[config.mk]
export PLATFORM = sky130hd
export DESIGN_NAME = ch1_sweep_ctl_flat
export DESIGN_NICKNAME = d
export VERILOG_FILES = /design/src/rtl/ch1_sweep_ctl_pkg.sv /design/src/rtl/ch1_sweep_ctl_if.sv /design/src/rtl/ch1_sweep_ctl_sweep_timer.sv /design/src/rtl/ch1_sweep_ctl.sv /design/src/flat_wrapper.sv
export SDC_FILE = /design/constraint.sdc
export NUM_CORES = 1
export LEC_CHECK = 0
export CAP_MARGIN = 25
export CORE_MARGIN = 4
export CORE_UTILIZATION = 52
export CTS_CLUSTER_SIZE = 40
export DETAILED_ROUTE_END_ITERATION = 6
export GPL_TIMING_DRIVEN = 0
export HOLD_SLACK_MARGIN = 0.12
export PLACE_DENSITY_LB_ADDON = 0.08
export RECOVER_POWER = 50
export SETUP_SLACK_MARGIN = 0.1
export SYNTH_ARGS = -nofsm -noshare
export SYNTH_HDL_FRONTEND = slang
export SYNTH_HIERARCHICAL = 1
export SYNTH_SLANG_ARGS = --single-unit
[constraint.sdc]
create_clock -name clk -period 2.9 [get_ports clk]
set_input_delay 0.58 -clock clk [delete_from_list [all_inputs] [get_ports clk]]
set_output_delay 0.58 -clock clk [all_outputs]
set_load 0.02 [all_outputs]
[src/rtl/ch1_sweep_ctl_pkg.sv]
// Shared types for the channel-1 sweep sequencer.
// Contents: sequencer state and mode encodings, and the reload value used
// when the NR10 sweep period field is zero.
package apu_pkg;

  typedef enum logic [2:0] {IDLE, LOAD, SHIFT, CHECK, UPDATE} sweep_state_t;
  typedef enum logic {CALC, CHECK_ONLY} sweep_mode_t;

  localparam int SWEEP_PERIOD_ZERO_RELOAD = 8;

endpackage

[src/rtl/ch1_sweep_ctl_if.sv]
// Control/status bundle between the sweep sequencer and the sweep datapath
// (shift register, 11-bit adder, shadow frequency register).
//   ch1_ld_shift   load shadow frequency into the shift register
//   ch1_shift_clk  shift register clock, one high cycle per bit
//   ch1_freq_upd1  write adder sum into shadow bits 10:8
//   ch1_freq_upd2  write adder sum into shadow bits 7:0
//   sum_ok         adder flag: 1 = no carry out of bit 10, or subtract mode
// master = sequencer, slave = datapath.
interface ch1_sweep_ctl_if;
  logic ch1_ld_shift;
  logic ch1_shift_clk;
  logic ch1_freq_upd1;
  logic ch1_freq_upd2;
  logic sum_ok;

  modport master (output ch1_ld_shift, ch1_shift_clk, ch1_freq_upd1, ch1_freq_upd2,
                  input  sum_ok);
  modport slave  (input  ch1_ld_shift, ch1_shift_clk, ch1_freq_upd1, ch1_freq_upd2,
                  output sum_ok);
endinterface

[src/rtl/ch1_sweep_ctl_sweep_timer.sv]
// Sweep period timer: reload down-counter, period 0 reloads as 8.
//   clk, apu_reset  clock, synchronous active-high reset (count -> 0)
//   load            reload from period (channel trigger)
//   step            one serviced 128 Hz tick
//   period          NR10 sweep period field
//   expire          combinational strobe: step seen with count <= 1
// The counter is one bit wider than the period field so it can hold 8.
module sweep_timer
  import apu_pkg::*;
#(
  parameter int PERIOD_W = 3
) (
  input  logic                clk,
  input  logic                apu_reset,
  input  logic                load,
  input  logic                step,
  input  logic [PERIOD_W-1:0] period,
  output logic                expire
);
  localparam int CW = PERIOD_W + 1;

  logic [CW-1:0] cnt;
  logic [CW-1:0] reload;

  assign reload = (period == '0) ? CW'(SWEEP_PERIOD_ZERO_RELOAD) : CW'(period);
  // A count of 0 (after reset) also expires on the first tick.
  assign expire = step & (cnt <= CW'(1));

  always_ff @(posedge clk) begin
    if (apu_reset)    cnt <= '0;
    else if (load)    cnt <= reload;
    else if (step)    cnt <= (cnt <= CW'(1)) ? reload : cnt - CW'(1);
  end
endmodule

[src/rtl/ch1_sweep_ctl.sv]
// Channel-1 frequency-sweep sequencer.
// Runs LOAD -> SHIFT(2n) -> CHECK -> (UPDATE) on the datapath after a
// trigger (check only) or a sweep timer expiry (calculate and write back),
// and requests channel disable when the adder overflows.
// Ports:
//   clk, apu_reset   clock, synchronous active-high reset
//   sweep_tick       128 Hz strobe from the frame sequencer
//   ch1_trigger      NR14 write with d[7]=1
//   nr10_period/negate/shift  NR10 fields
//   dp               datapath bundle (master side)
//   ch1_sweep_off    1-cycle request to clear channel-1 enable
//   busy             sequence in progress
// Build option: CH1_SWEEP_NEG_QUIRK_EN - clearing negate after a
// subtract-mode calculation disables the channel.
module ch1_sweep_ctl
  import apu_pkg::*;
#(
  parameter int PERIOD_W = 3,
  parameter int SHIFT_W  = 3
) (
  input  logic                clk,
  input  logic                apu_reset,
  input  logic                sweep_tick,
  input  logic                ch1_trigger,
  input  logic [PERIOD_W-1:0] nr10_period,
  input  logic                nr10_negate,
  input  logic [SHIFT_W-1:0]  nr10_shift,
  ch1_sweep_ctl_if.master     dp,
  output logic                ch1_sweep_off,
  output logic                busy
);
  sweep_state_t       state;
  sweep_mode_t        mode;
  logic [SHIFT_W-1:0] bit_cnt;
  logic               n_nz;
  logic               sweep_en, tick_pend;
  logic               ld_q, sclk_q, upd_q, off_q, busy_q;
  logic               tick_svc, expire, start_calc;

`ifdef CH1_SWEEP_NEG_QUIRK_EN
  logic neg_used, neg_prev;
`else
  // Negate only steers the datapath adder in this build.
  logic negate_unused;
  assign negate_unused = nr10_negate;
`endif

  // Ticks (fresh or pending) are only serviced while idle; trigger wins.
  assign tick_svc   = ~ch1_trigger & (state == IDLE) & (sweep_tick | tick_pend);
  assign start_calc = tick_svc & expire & sweep_en & (nr10_period != '0);

  sweep_timer #(.PERIOD_W(PERIOD_W)) u_timer (
    .clk       (clk),
    .apu_reset (apu_reset),
    .load      (ch1_trigger),
    .step      (tick_svc),
    .period    (nr10_period),
    .expire    (expire)
  );

  always_ff @(posedge clk) begin
    if (apu_reset) begin
      state <= IDLE;   mode <= CALC;   bit_cnt <= '0;  n_nz <= 1'b0;
      sweep_en <= 1'b0; tick_pend <= 1'b0;
      ld_q <= 1'b0; sclk_q <= 1'b0; upd_q <= 1'b0; off_q <= 1'b0; busy_q <= 1'b0;
`ifdef CH1_SWEEP_NEG_QUIRK_EN
      neg_used <= 1'b0; neg_prev <= 1'b0;
`endif
    end else begin
      ld_q  <= 1'b0;
      upd_q <= 1'b0;
      off_q <= 1'b0;
`ifdef CH1_SWEEP_NEG_QUIRK_EN
      neg_prev <= nr10_negate;
`endif
      if (ch1_trigger) begin
        // Abort anything in flight and restart from the trigger rules.
        sclk_q    <= 1'b0;
        tick_pend <= 1'b0;
        sweep_en  <= (nr10_period != '0) | (nr10_shift != '0);
`ifdef CH1_SWEEP_NEG_QUIRK_EN
        neg_used  <= 1'b0;
`endif
        if (nr10_shift != '0) begin
          state <= LOAD; mode <= CHECK_ONLY; ld_q <= 1'b1; busy_q <= 1'b1;
        end else begin
          state <= IDLE; busy_q <= 1'b0;
        end
      end else begin
        if (sweep_tick && state != IDLE) tick_pend <= 1'b1;
`ifdef CH1_SWEEP_NEG_QUIRK_EN
        if (neg_prev && !nr10_negate && neg_used && sweep_en) begin
          off_q    <= 1'b1;
          sweep_en <= 1'b0;
        end
`endif
        case (state)
          IDLE: begin
            tick_pend <= 1'b0;
            if (start_calc) begin
              state <= LOAD; mode <= CALC; ld_q <= 1'b1; busy_q <= 1'b1;
`ifdef CH1_SWEEP_NEG_QUIRK_EN
              if (nr10_negate) neg_used <= 1'b1;
`endif
            end
          end
          LOAD: begin
            // Shift count is frozen here for the rest of the sequence.
            bit_cnt <= nr10_shift;
            n_nz    <= (nr10_shift != '0);
            if (nr10_shift != '0) begin
              state <= SHIFT; sclk_q <= 1'b1;
            end else begin
              state <= CHECK;
            end
          end
          SHIFT: begin
            // bit_cnt counts bits still owed, including the one just clocked.
            if (sclk_q)                      sclk_q <= 1'b0;
            else if (bit_cnt > SHIFT_W'(1)) begin
              bit_cnt <= bit_cnt - SHIFT_W'(1);
              sclk_q  <= 1'b1;
            end else                         state <= CHECK;
          end
          CHECK: begin
            if (!dp.sum_ok) begin
              off_q <= 1'b1; sweep_en <= 1'b0; state <= IDLE; busy_q <= 1'b0;
            end else if (mode == CALC && n_nz) begin
              state <= UPDATE; upd_q <= 1'b1;
            end else begin
              state <= IDLE; busy_q <= 1'b0;
            end
          end
          UPDATE: begin
            state <= IDLE; busy_q <= 1'b0;
          end
          default: begin
            state <= IDLE; busy_q <= 1'b0; sclk_q <= 1'b0;
          end
        endcase
      end
    end
  end

  // A trigger kills every output in its own cycle, not one cycle later.
  assign dp.ch1_ld_shift  = ld_q   & ~ch1_trigger;
  assign dp.ch1_shift_clk = sclk_q & ~ch1_trigger;
  assign dp.ch1_freq_upd1 = upd_q  & ~ch1_trigger;
  assign dp.ch1_freq_upd2 = upd_q  & ~ch1_trigger;
  assign ch1_sweep_off    = off_q  & ~ch1_trigger;
  assign busy             = busy_q & ~ch1_trigger;
endmodule

[src/flat_wrapper.sv]
// flat-port wrapper written by rule: the top's interface ports become plain ports
module ch1_sweep_ctl_flat import apu_pkg::*;
#(
  parameter int PERIOD_W = 3,
  parameter int SHIFT_W  = 3
)
  (clk, apu_reset, sweep_tick, ch1_trigger, nr10_period, nr10_negate, nr10_shift, ch1_sweep_off, busy, dp_ch1_ld_shift, dp_ch1_shift_clk, dp_ch1_freq_upd1, dp_ch1_freq_upd2, dp_sum_ok);
  ch1_sweep_ctl_if dp_i ();
  input  logic clk;
  input  logic apu_reset;
  input  logic sweep_tick;
  input  logic ch1_trigger;
  input  logic [PERIOD_W-1:0] nr10_period;
  input  logic nr10_negate;
  input  logic [SHIFT_W-1:0] nr10_shift;
  output logic ch1_sweep_off;
  output logic busy;
  output wire logic [$bits(dp_i.ch1_ld_shift)-1:0] dp_ch1_ld_shift;
  output wire logic [$bits(dp_i.ch1_shift_clk)-1:0] dp_ch1_shift_clk;
  output wire logic [$bits(dp_i.ch1_freq_upd1)-1:0] dp_ch1_freq_upd1;
  output wire logic [$bits(dp_i.ch1_freq_upd2)-1:0] dp_ch1_freq_upd2;
  input wire logic [$bits(dp_i.sum_ok)-1:0] dp_sum_ok;
  assign dp_ch1_ld_shift = dp_i.ch1_ld_shift;
  assign dp_ch1_shift_clk = dp_i.ch1_shift_clk;
  assign dp_ch1_freq_upd1 = dp_i.ch1_freq_upd1;
  assign dp_ch1_freq_upd2 = dp_i.ch1_freq_upd2;
  assign dp_i.sum_ok = dp_sum_ok;
  ch1_sweep_ctl #(.PERIOD_W(PERIOD_W), .SHIFT_W(SHIFT_W)) u_core (.clk(clk), .apu_reset(apu_reset), .sweep_tick(sweep_tick), .ch1_trigger(ch1_trigger), .nr10_period(nr10_period), .nr10_negate(nr10_negate), .nr10_shift(nr10_shift), .dp(dp_i), .ch1_sweep_off(ch1_sweep_off), .busy(busy));
endmodule
Word-level counts from Yosys, hierarchy flattened
Cells that the tools add are included.
- multiply operators: 0
- div/mod/pow operators: 0
- $add $sub $neg: 2
- eq/ne operators: 14
- bitwise gates (word level): 18
- multiplexer cells: 37
- reductions and logical operators: 25
- $lt $le $gt $ge: 2
- shift operators: 0
- operators by type and width (operator ; count):
    $mux 3 ; 8
    $mux 1 ; 21
    $mux 4 ; 4
    $pmux 3 s4 ; 1
    $and 1x1->1 ; 11
    $reduce_bool 2->1 ; 5
    $reduce_and 3->1 ; 3
    $reduce_bool 3->1 ; 3
    $reduce_or 3->1 ; 3
    $ne 2x1->1 const B ; 4
    $eq 3x2->1 const B ; 2
    $logic_not 3->1 ; 2
    $ne 3x3->1 const B ; 2
    $pmux 1 s3 ; 2
    $pmux 3 s2 ; 1
    $reduce_and 2->1 ; 3
    $not 1->1 ; 5
    $le 4x1->1 const B ; 1
    $ne 2x2->1 const B ; 2
    $ne 4x4->1 const B ; 1
    $reduce_and 4->1 ; 1
    $reduce_or 2->1 ; 2
    $reduce_or 4->1 ; 1
    $sub 4x1->4 const B ; 1
    other kinds (7) ; 9
- output and inout bits: 6
- bits in writable memories: 0
- bits in latches: 0
- memories: 0
- input port bits: 12
- ROM bits: 0
- register bits after elaboration: 19

Logic depth before layout (Yosys ltp)
Gate-level depths: netlist (run 1).
- depth after elaboration: 10
- gate-level depth with buffers: 10

Cells and area by module
Netlist (run 1), hierarchy kept.
- modules (own cells, without submodules) (module ; area an instance (µm²) ; cells an instance ; sequential area each (µm²) ; instances):
    ch1_sweep_ctl ; 822.0 ; 100 ; 300.3 ; 1
    sweep_timer ; 279.0 ; 34 ; 80.1 ; 1

Worst setup path after synthesis (run 1)
No wires, ideal clock.
- path type: input -> register
- from: in ch1_trigger
- to: reg u_core.state[0]
- arrival time: 2492 ps
- library setup time: 70 ps
- required time: 2830 ps
- stages on the path: 8
- path slack: 339 ps
- cell sequence: or2_2 nor3_1 inv_2 nor4_1 o311a_1 nand4b_1 a311o_1 a21oi_1
- longest elaborated chain between the ends: 9
- ends and longest elaborated chain (item ; line ; source):
    start: declaration ; flat_wrapper.sv:12 ; input logic ch1_trigger;
    $not 1->1 ; ch1_sweep_ctl.sv:49 ; assign tick_svc = ~ch1_trigger & (state == IDLE) & (sweep_tick | tick_pend);
    $and 1x1->1 (2 in series) ; ch1_sweep_ctl.sv:49 ;
    via u_core.tick_svc ; ch1_sweep_ctl.sv:38 ; logic tick_svc, expire, start_calc;
    $and 1x1->1 ; ch1_sweep_ctl_sweep_timer.sv:27 ; assign expire = step & (cnt <= CW'(1));
    via u_core.expire ; ch1_sweep_ctl.sv:38 ;
    $and 1x1->1 (3 in series) ; ch1_sweep_ctl.sv:50 ; assign start_calc = tick_svc & expire & sweep_en & (nr10_period != '0);
    $ne 3x2->1 (no source line) ; -- ;
    $reduce_and 3->1 (no source line) ; -- ;
    end signal: assignment ; ch1_sweep_ctl.sv:63 ; state <= IDLE; mode <= CALC; bit_cnt <= '0; n_nz <= 1'b0;
    end signal: assignment ; ch1_sweep_ctl.sv:85 ; state <= LOAD; mode <= CHECK_ONLY; ld_q <= 1'b1; busy_q <= 1'b1;
    end signal: assignment ; ch1_sweep_ctl.sv:87 ; state <= IDLE; busy_q <= 1'b0;
    end: declaration ; ch1_sweep_ctl.sv:32 ; sweep_state_t state;
The timed path passes the listed nets, and every way through them passes these cells.
A chain may end at the register's enable or synchronous reset.

Worst setup path after layout (run 1)
Ends and elaborated chain as after synthesis.

==> impl_metrics.ini, run 1 <==
[finish]
nNetsFinal = 172
syn_to_layout_area_delta_pct = 21.0
final_core_util = 0.672
antenna_cells_inserted = 0
layout_commonest_cell = sky130_fd_sc_hd__dfxtp_1
layout.cells.non_filler = 182
final_cell_mix = 19 x sky130_fd_sc_hd__dfxtp_1, 13 x sky130_fd_sc_hd__clkdlybuf4s50_1, 13 x sky130_fd_sc_hd__nor2_1, 13 x sky130_fd_sc_hd__nand2_1, 13 x sky130_fd_sc_hd__a21oi_1
fraction_of_final_layout_cells_with_drive_strength_greater_than_1 = 0.0968

[timing]
slew_headroom = 0.486
hold_viol_final = 0
worst_slew_pin_slew_ns = 0.762
fmax_mhz = 372
rsz0062_at_grt = no
skew_ns = 0.0147
post_layout_minimum_cycle_time_ns = 2.69
post-route-worst-setup-slack_ns = 0.209
finalSetupViolCount = 0
timing.final.max_slew_violations = 0
final_min_period_over_clock_period = 0.928

[yosys]
postSynthAreaPerCell_um2 = 8.22
synth.net_count = 150
netlist_instances = 134
synth_warnings = 6
netlist_area_um2 = 1100
synth.area.mux_share = 0.0193
yosys_most_used_dff = sky130_fd_sc_hd__dfxtp_1
synth_top_family_by_area = simple AND/OR/NAND/NOR gates
synth-adder-area-share = 0.0455
yosys_register_bits = 19
synth-simple-area-share = 0.270
synth_compound_gate_area_share = 0.256
synth-seq-area-share = 0.345
synth_area_in_xor_xnor = 0
synth_cell_types = 46
ys_async_sr_fraction = 0
synth_enable_flop_cells = 0

[critical_path]
startpoint_type_of_the_worst_setup_path = primary input
criticalPathCategory = primary input to flip-flop
worst-path-buf-inv = 2
cpLargestDelayFamily = simple AND/OR/NAND/NOR gates
worst_reg2reg_path_startpoint = u_core/state[0]
slowest_delay_ns = 0.43
critical_path_peak_fanout = 10
cp_slowest_cell = sky130_fd_sc_hd__a311o_1
worst_setup_path_startpoint = ch1_trigger
critical_path_required_ns = 3.12
cell_chain_of_the_critical_path = dlygate4sd2_1 -> or2_2 -> nor3_4 -> inv_2 -> nor4_1 -> o311a_1 -> nand4b_1 -> a311o_1 -> a21oi_1
cp-end-kind = flip-flop
timing.critical_path.arrival_ns = 2.91

[clock_tree]
cts_buffers = 3
cts.reportedPaths.clkPinSlew_ns = 0.09
clk_latency_ns = 0.29
ctsHoldBuffers = 0
numClockSinks = 19
cell_at_the_root_of_the_clock_tree = sky130_fd_sc_hd__clkbuf_4
cts_max_level = 1
cts_max_path_buffers = 2
tritoncts = done

[grt]
grt_antenna_before_repair = 0
overflow = 0
grt_pass1_wl_um = 4070
largest_net_degree_at_the_start_of_global_routing = 11
grt_pass1_vias = 967
grt_use_total = 0.190

[die]
die_width_um = 54.0
placeable_core_area_um2 = 1980
io-pin-count = 18
die_height_um = 54.0
design.die.area_um2 = 2920
standard_cell_row_count = 16
initial_core_util = 0.556

[route]
dr_total_vias = 1083
drt_wl_total_um = 2530
drc_errors = 0
ant_nets = 0
drt_pass1_iterations = 4
route.detailed.wl_per_inst_um = 13.9
drt-vias-per-instance = 5.95
drt_iter0_drc = 41

[run]
total_of_max_cap_violations = 0

[pwr]
total_leakage_power_nw = 0.477
peakVddDrop_mv = 0.289
power_density_nw_per_um2 = 403

[worst_hold_path]
min_path_type = flip-flop to flip-flop
worst_hold_startpoint = u_core/mode

[placement]
numPortBuffers = 16
gp_congestion = 0.834
dp_hpwl_um = 1860
place_inst = 177
dpl_worst_slack_ns = -0.749

[run_status]
status = finished, final reports clean
-- metal layers --
metal,GRT usage,vias up,share of wire
met5,0,-,0
li1,-,540,-
met1,0.249,500,0.47
met4,0.0705,0,0.0091
met2,0.310,39,0.46
met3,0.0305,4,0.063
-- layout make-up --
cell class              count  area, um^2
well taps                  27        33.8
plain buffers               6        37.5
fillers                   167         649
clock buffers               4        26.3
multi-input cells         100         654
flip-flops and latches     19         380
inverters                   9        33.8
repair buffers             17         166
-- where the power goes --
| group | internal, mW | total [mW] | switching, mW |
|---|---|---|---|
| clock | 0.0534 | 0.130 | 0.0767 |
| combinational | 0.0537 | 0.121 | 0.0673 |
| sequential | 0.275 | 0.286 | 0.0108 |
-- cells by family after synthesis --
| family | count (synthesis) |
|---|---|
| AOI/OAI and AO/OA | 38 |
| muxes | 2 |
| adders and majority gates | 4 |
| and+or+nand+nor | 56 |
| DFF | 19 |
| buffers and inverters | 15 |
-- worst register-to-register path, cell delays in order, from the launching register on --
cell and delay [ns]:
sky130_fd_sc_hd__dfxtp_1 0.31, sky130_fd_sc_hd__buf_2 0.16, sky130_fd_sc_hd__nor2_1 0.22, sky130_fd_sc_hd__inv_1 0.14
sky130_fd_sc_hd__nor3_4 0.28, sky130_fd_sc_hd__inv_2 0.08, sky130_fd_sc_hd__nor4_1 0.26, sky130_fd_sc_hd__o311a_1 0.22
sky130_fd_sc_hd__nand4b_1 0.23, sky130_fd_sc_hd__a311o_1 0.43, sky130_fd_sc_hd__a21oi_1 0.11
-- registers in the layout, summed over array words and instances (netlist names) --
register / cells
u_core/u_timer/cnt: 4
u_core/bit_cnt: 3
u_core/state: 3
u_core/busy_q: 1
u_core/ld_q: 1
u_core/mode: 1
u_core/n_nz: 1
u_core/off_q: 1
u_core/sclk_q: 1
u_core/sweep_en: 1
u_core/tick_pend: 1
u_core/upd_q: 1
-- path summary, 6_finish.rpt --
| kind | slack (ns) | cells after the start | end |
|---|---|---|---|
| setup reg to reg | 0.42 | 10 | u_core/state[0] |
| setup / recovery | 0.21 | 9 | u_core/state[0] |
| hold reg to reg | 0.46 | 2 | u_core/mode |
| hold / removal | 0.46 | 2 | u_core/mode |
-- synthesized netlist by cell type (2+ instances only) --
master                      number  share of area
sky130_fd_sc_hd__a211oi_1        3          0.020
sky130_fd_sc_hd__nand2b_1        3          0.017
sky130_fd_sc_hd__nor3_1          6          0.027
sky130_fd_sc_hd__ha_1            4          0.045
sky130_fd_sc_hd__nor2b_1         5          0.028
sky130_fd_sc_hd__o32ai_1         2          0.016
sky130_fd_sc_hd__o2111ai_1       2          0.016
sky130_fd_sc_hd__nand3_1         2         0.0091
sky130_fd_sc_hd__inv_1           8          0.027
sky130_fd_sc_hd__o21bai_1        2          0.014
sky130_fd_sc_hd__buf_2           2         0.0091
sky130_fd_sc_hd__dfxtp_1        19           0.35
sky130_fd_sc_hd__a311oi_1        3          0.024
sky130_fd_sc_hd__nand2_1        13          0.044
sky130_fd_sc_hd__nor2_1         13          0.044
sky130_fd_sc_hd__a21oi_1        13          0.059
sky130_fd_sc_hd__nor4_1          2          0.011
sky130_fd_sc_hd__clkbuf_1        2         0.0068
sky130_fd_sc_hd__or3_1           2          0.011
sky130_fd_sc_hd__nor3b_1         2          0.014
-- what timing repair did --
| action | 4_1_cts | 5_1_grt |
|---|---|---|
| setup endpoints to repair | 10 | 1 |
| gates resized for setup | 4 | 0 |
| pin swaps | 0 | 1 |
| buffers inserted | 0 | 1 |
-- per-stage QoR --
step	setup TNS, ns	cell area [um^2]	hold slack (ns)	total power, mW
detailed placement	-3.03	1290	0.445	0.408
global route	0	1330	0.513	0.568
global placement	-3.00	1290	0.445	0.405
CTS	0	1330	0.459	0.540
floorplan	0	1100	0.431	0.367
finish	0	1330	0.459	0.537
(Power assumes the default switching activity.)
==> run 2: changes to the inputs <==
CORE_UTILIZATION = 40   (was 52)
MAX_ROUTING_LAYER = met4   (was not set)
==> run 2 against run 1 <==
Core utilization shrank 15 points. Flip-flop and latch count is the same. Clock skew fell by 0.0050 ns. Highest routed layer unchanged. Clock power rose by 8%. Wire length up 4.3%. Register-to-register slack gained 0.13 ns. Sequential share of layout area about the same. Power up 1.8%. First-iteration DRC count unchanged. Critical path depth decreased by 4.
==> impl_metrics.ini, run 2 (synthesis gave the netlist of run 1 again) <==
[run_status]
status = finished, final reports clean

[pwr]
combPwrFrac = 0.219
netSwitchingFraction = 0.306
p_switching_mw = 0.167
total_leakage_power_nw = 0.476
power_density_nw_per_um2 = 409
pwr-share-clk = 0.257
peakVddDrop_mv = 0.318
p_seq_frac = 0.524
cell_internal_pwr_mw = 0.379

[die]
design.die.area_um2 = 3660
standard_cell_row_count = 18
die_height_um = 60.5
initial_core_util = 0.433
placeable_core_area_um2 = 2540
io-pin-count = 18
die_width_um = 60.5

[critical_path]
critical_path_peak_fanout = 10
critical_path_required_ns = 2.32
cp-end-kind = output port
timing.reg2reg.worst_path_depth = 10
criticalPathCategory = primary input to output port
timing.critical_path.arrival_ns = 2.10
worst_reg2reg_path_startpoint = u_core/state[0]
crit-reg2reg-capture = u_core/state[0]
reg2reg_slack_ns = 0.55
startpoint_type_of_the_worst_setup_path = primary input

[run]
total_of_max_cap_violations = 0

[route]
total_met3_wirelength_after_detailed_routing_um = 181
ant_nets = 0
drt_pass1_iterations = 4
m1WireLength_um = 1300
wl_met2_um = 1130
dr_total_vias = 1036
drt-vias-per-instance = 5.60
drc_errors = 0
maxUsedRoutingLayer = met4
drt_iter0_drc = 41
route.detailed.wl_per_inst_um = 14.2
drt_wl_total_um = 2640

[placement]
dp_hpwl_um = 1880
numPortBuffers = 16
place_inst = 180
gp_congestion = 0.820
placed_area_um2 = 1300

[finish]
largest_reg_flops = 4
regMostFlops = u_core/u_timer/cnt
antenna_cells_inserted = 0
layout.cells.non_filler = 185
final_core_util = 0.524
largestRegisters = u_core/u_timer/cnt x4, u_core/bit_cnt x3, u_core/state x3
syn_to_layout_area_delta_pct = 21.1
postLayoutCellArea_um2 = 1330
layout_commonest_cell = sky130_fd_sc_hd__dfxtp_1
final_cell_mix = 19 x sky130_fd_sc_hd__dfxtp_1, 13 x sky130_fd_sc_hd__clkdlybuf4s50_1, 13 x sky130_fd_sc_hd__nor2_1, 13 x sky130_fd_sc_hd__nand2_1, 13 x sky130_fd_sc_hd__a21oi_1
nNetsFinal = 172
fraction_of_final_layout_cells_with_drive_strength_greater_than_1 = 0.0968

[timing]
worst_slew_pin_slew_ns = 0.813
finalSetupViolCount = 0
post_layout_minimum_cycle_time_ns = 2.68
final_min_period_over_clock_period = 0.923
skew_ns = 0.00968
rsz0062_at_grt = no
fmax_mhz = 373
timing.final.max_slew_violations = 0
slew_headroom = 0.451
hold_viol_final = 0

[grt]
grt_use_total = 0.165
largest_net_degree_at_the_start_of_global_routing = 12
overflow = 0
grt_pass1_wl_um = 4510
grt_pass1_vias = 982
grt_antenna_before_repair = 0

[worst_hold_path]
min_path_type = flip-flop to flip-flop
min_to = u_core/mode
worst_hold_startpoint = u_core/mode
hold_path_depth = 2

[clock_tree]
cts_max_level = 1
clk_latency_ns = 0.31
cts.reportedPaths.clkPinSlew_ns = 0.11
numClockSinks = 19
cell_at_the_root_of_the_clock_tree = sky130_fd_sc_hd__clkbuf_4
cts_buffers = 3
tritoncts = done
ctsHoldBuffers = 0
cts_max_path_buffers = 2
==> run 2: worst max-delay path by stage <==
stage / endpoint / slack (ns) / from
final: dp_ch1_freq_upd2 / 0.22 / ch1_trigger
after global routing: dp_ch1_freq_upd2 / 0.13 / ch1_trigger
after CTS: u_core/state[0] / 0.16 / ch1_trigger
after detailed placement: u_core/state[0] / -0.81 / ch1_trigger
after global placement: u_core/state[0] / -0.80 / ch1_trigger
after floorplan: u_core/state[0] / 0.34 / ch1_trigger
==> run 2: power by group through the flow <==
| stage | registers, mW | clock network (mW) | logic, mW |
|---|---|---|---|
| after floorplan | 0.289 | 0 | 0.0781 |
| after global placement | 0.291 | 0 | 0.116 |
| after detailed placement | 0.292 | 0 | 0.117 |
| after CTS | 0.286 | 0.145 | 0.120 |
| after global routing | 0.289 | 0.158 | 0.135 |
| final | 0.286 | 0.140 | 0.120 |
==> run 2: stage by stage <==
stage / hold slack (ns) / power, mW / setup slack, ns / TNS [ns]
2_1_floorplan: 0.431 / 0.367 / 0.339 / 0
3_3_place_gp: 0.446 / 0.407 / -0.798 / -3.56
3_5_place_dp: 0.447 / 0.409 / -0.807 / -3.54
4_1_cts: 0.464 / 0.551 / 0.157 / 0
5_1_grt: 0.523 / 0.582 / 0.130 / 0
6_report: 0.462 / 0.546 / 0.223 / 0
==> run 2: cell type report <==
cell class | instances | area [um^2]
fill | 253 | 1210
clock inverter | 1 | 5.00
clock buffer | 3 | 22.5
tap | 30 | 37.5
multi-input combinational | 100 | 654
inverter | 9 | 33.8
sequential | 19 | 380
timing repair buffer | 17 | 163
buffer | 6 | 37.5
==> run 2: layer usage <==
| metal | track usage | vias to the layer above |
|---|---|---|
| met5 | - | - |
| met4 | 0.0526 | 0 |
| met3 | 0.0447 | 4 |
| met2 | 0.241 | 35 |
| met1 | 0.221 | 461 |
| li1 | - | 536 |
==> run 2: what timing repair did <==
| action | 4_1_cts | 5_1_grt |
|---|---|---|
| pin swaps | 0 | 1 |
| resized for setup | 4 | 0 |
| setup buffers | 0 | 1 |
| endpoints found under the setup margin | 10 | 1 |
| cloned | 0 | 0 |
==> run 2: worst max-delay path, stage by stage <==
cell	delay (ns)
sky130_fd_sc_hd__dlygate4sd2_1	0.46
sky130_fd_sc_hd__clkbuf_2	0.32
sky130_fd_sc_hd__nor2b_1	0.09
sky130_fd_sc_hd__buf_4	0.13
sky130_fd_sc_hd__clkdlybuf4s50_1	0.52
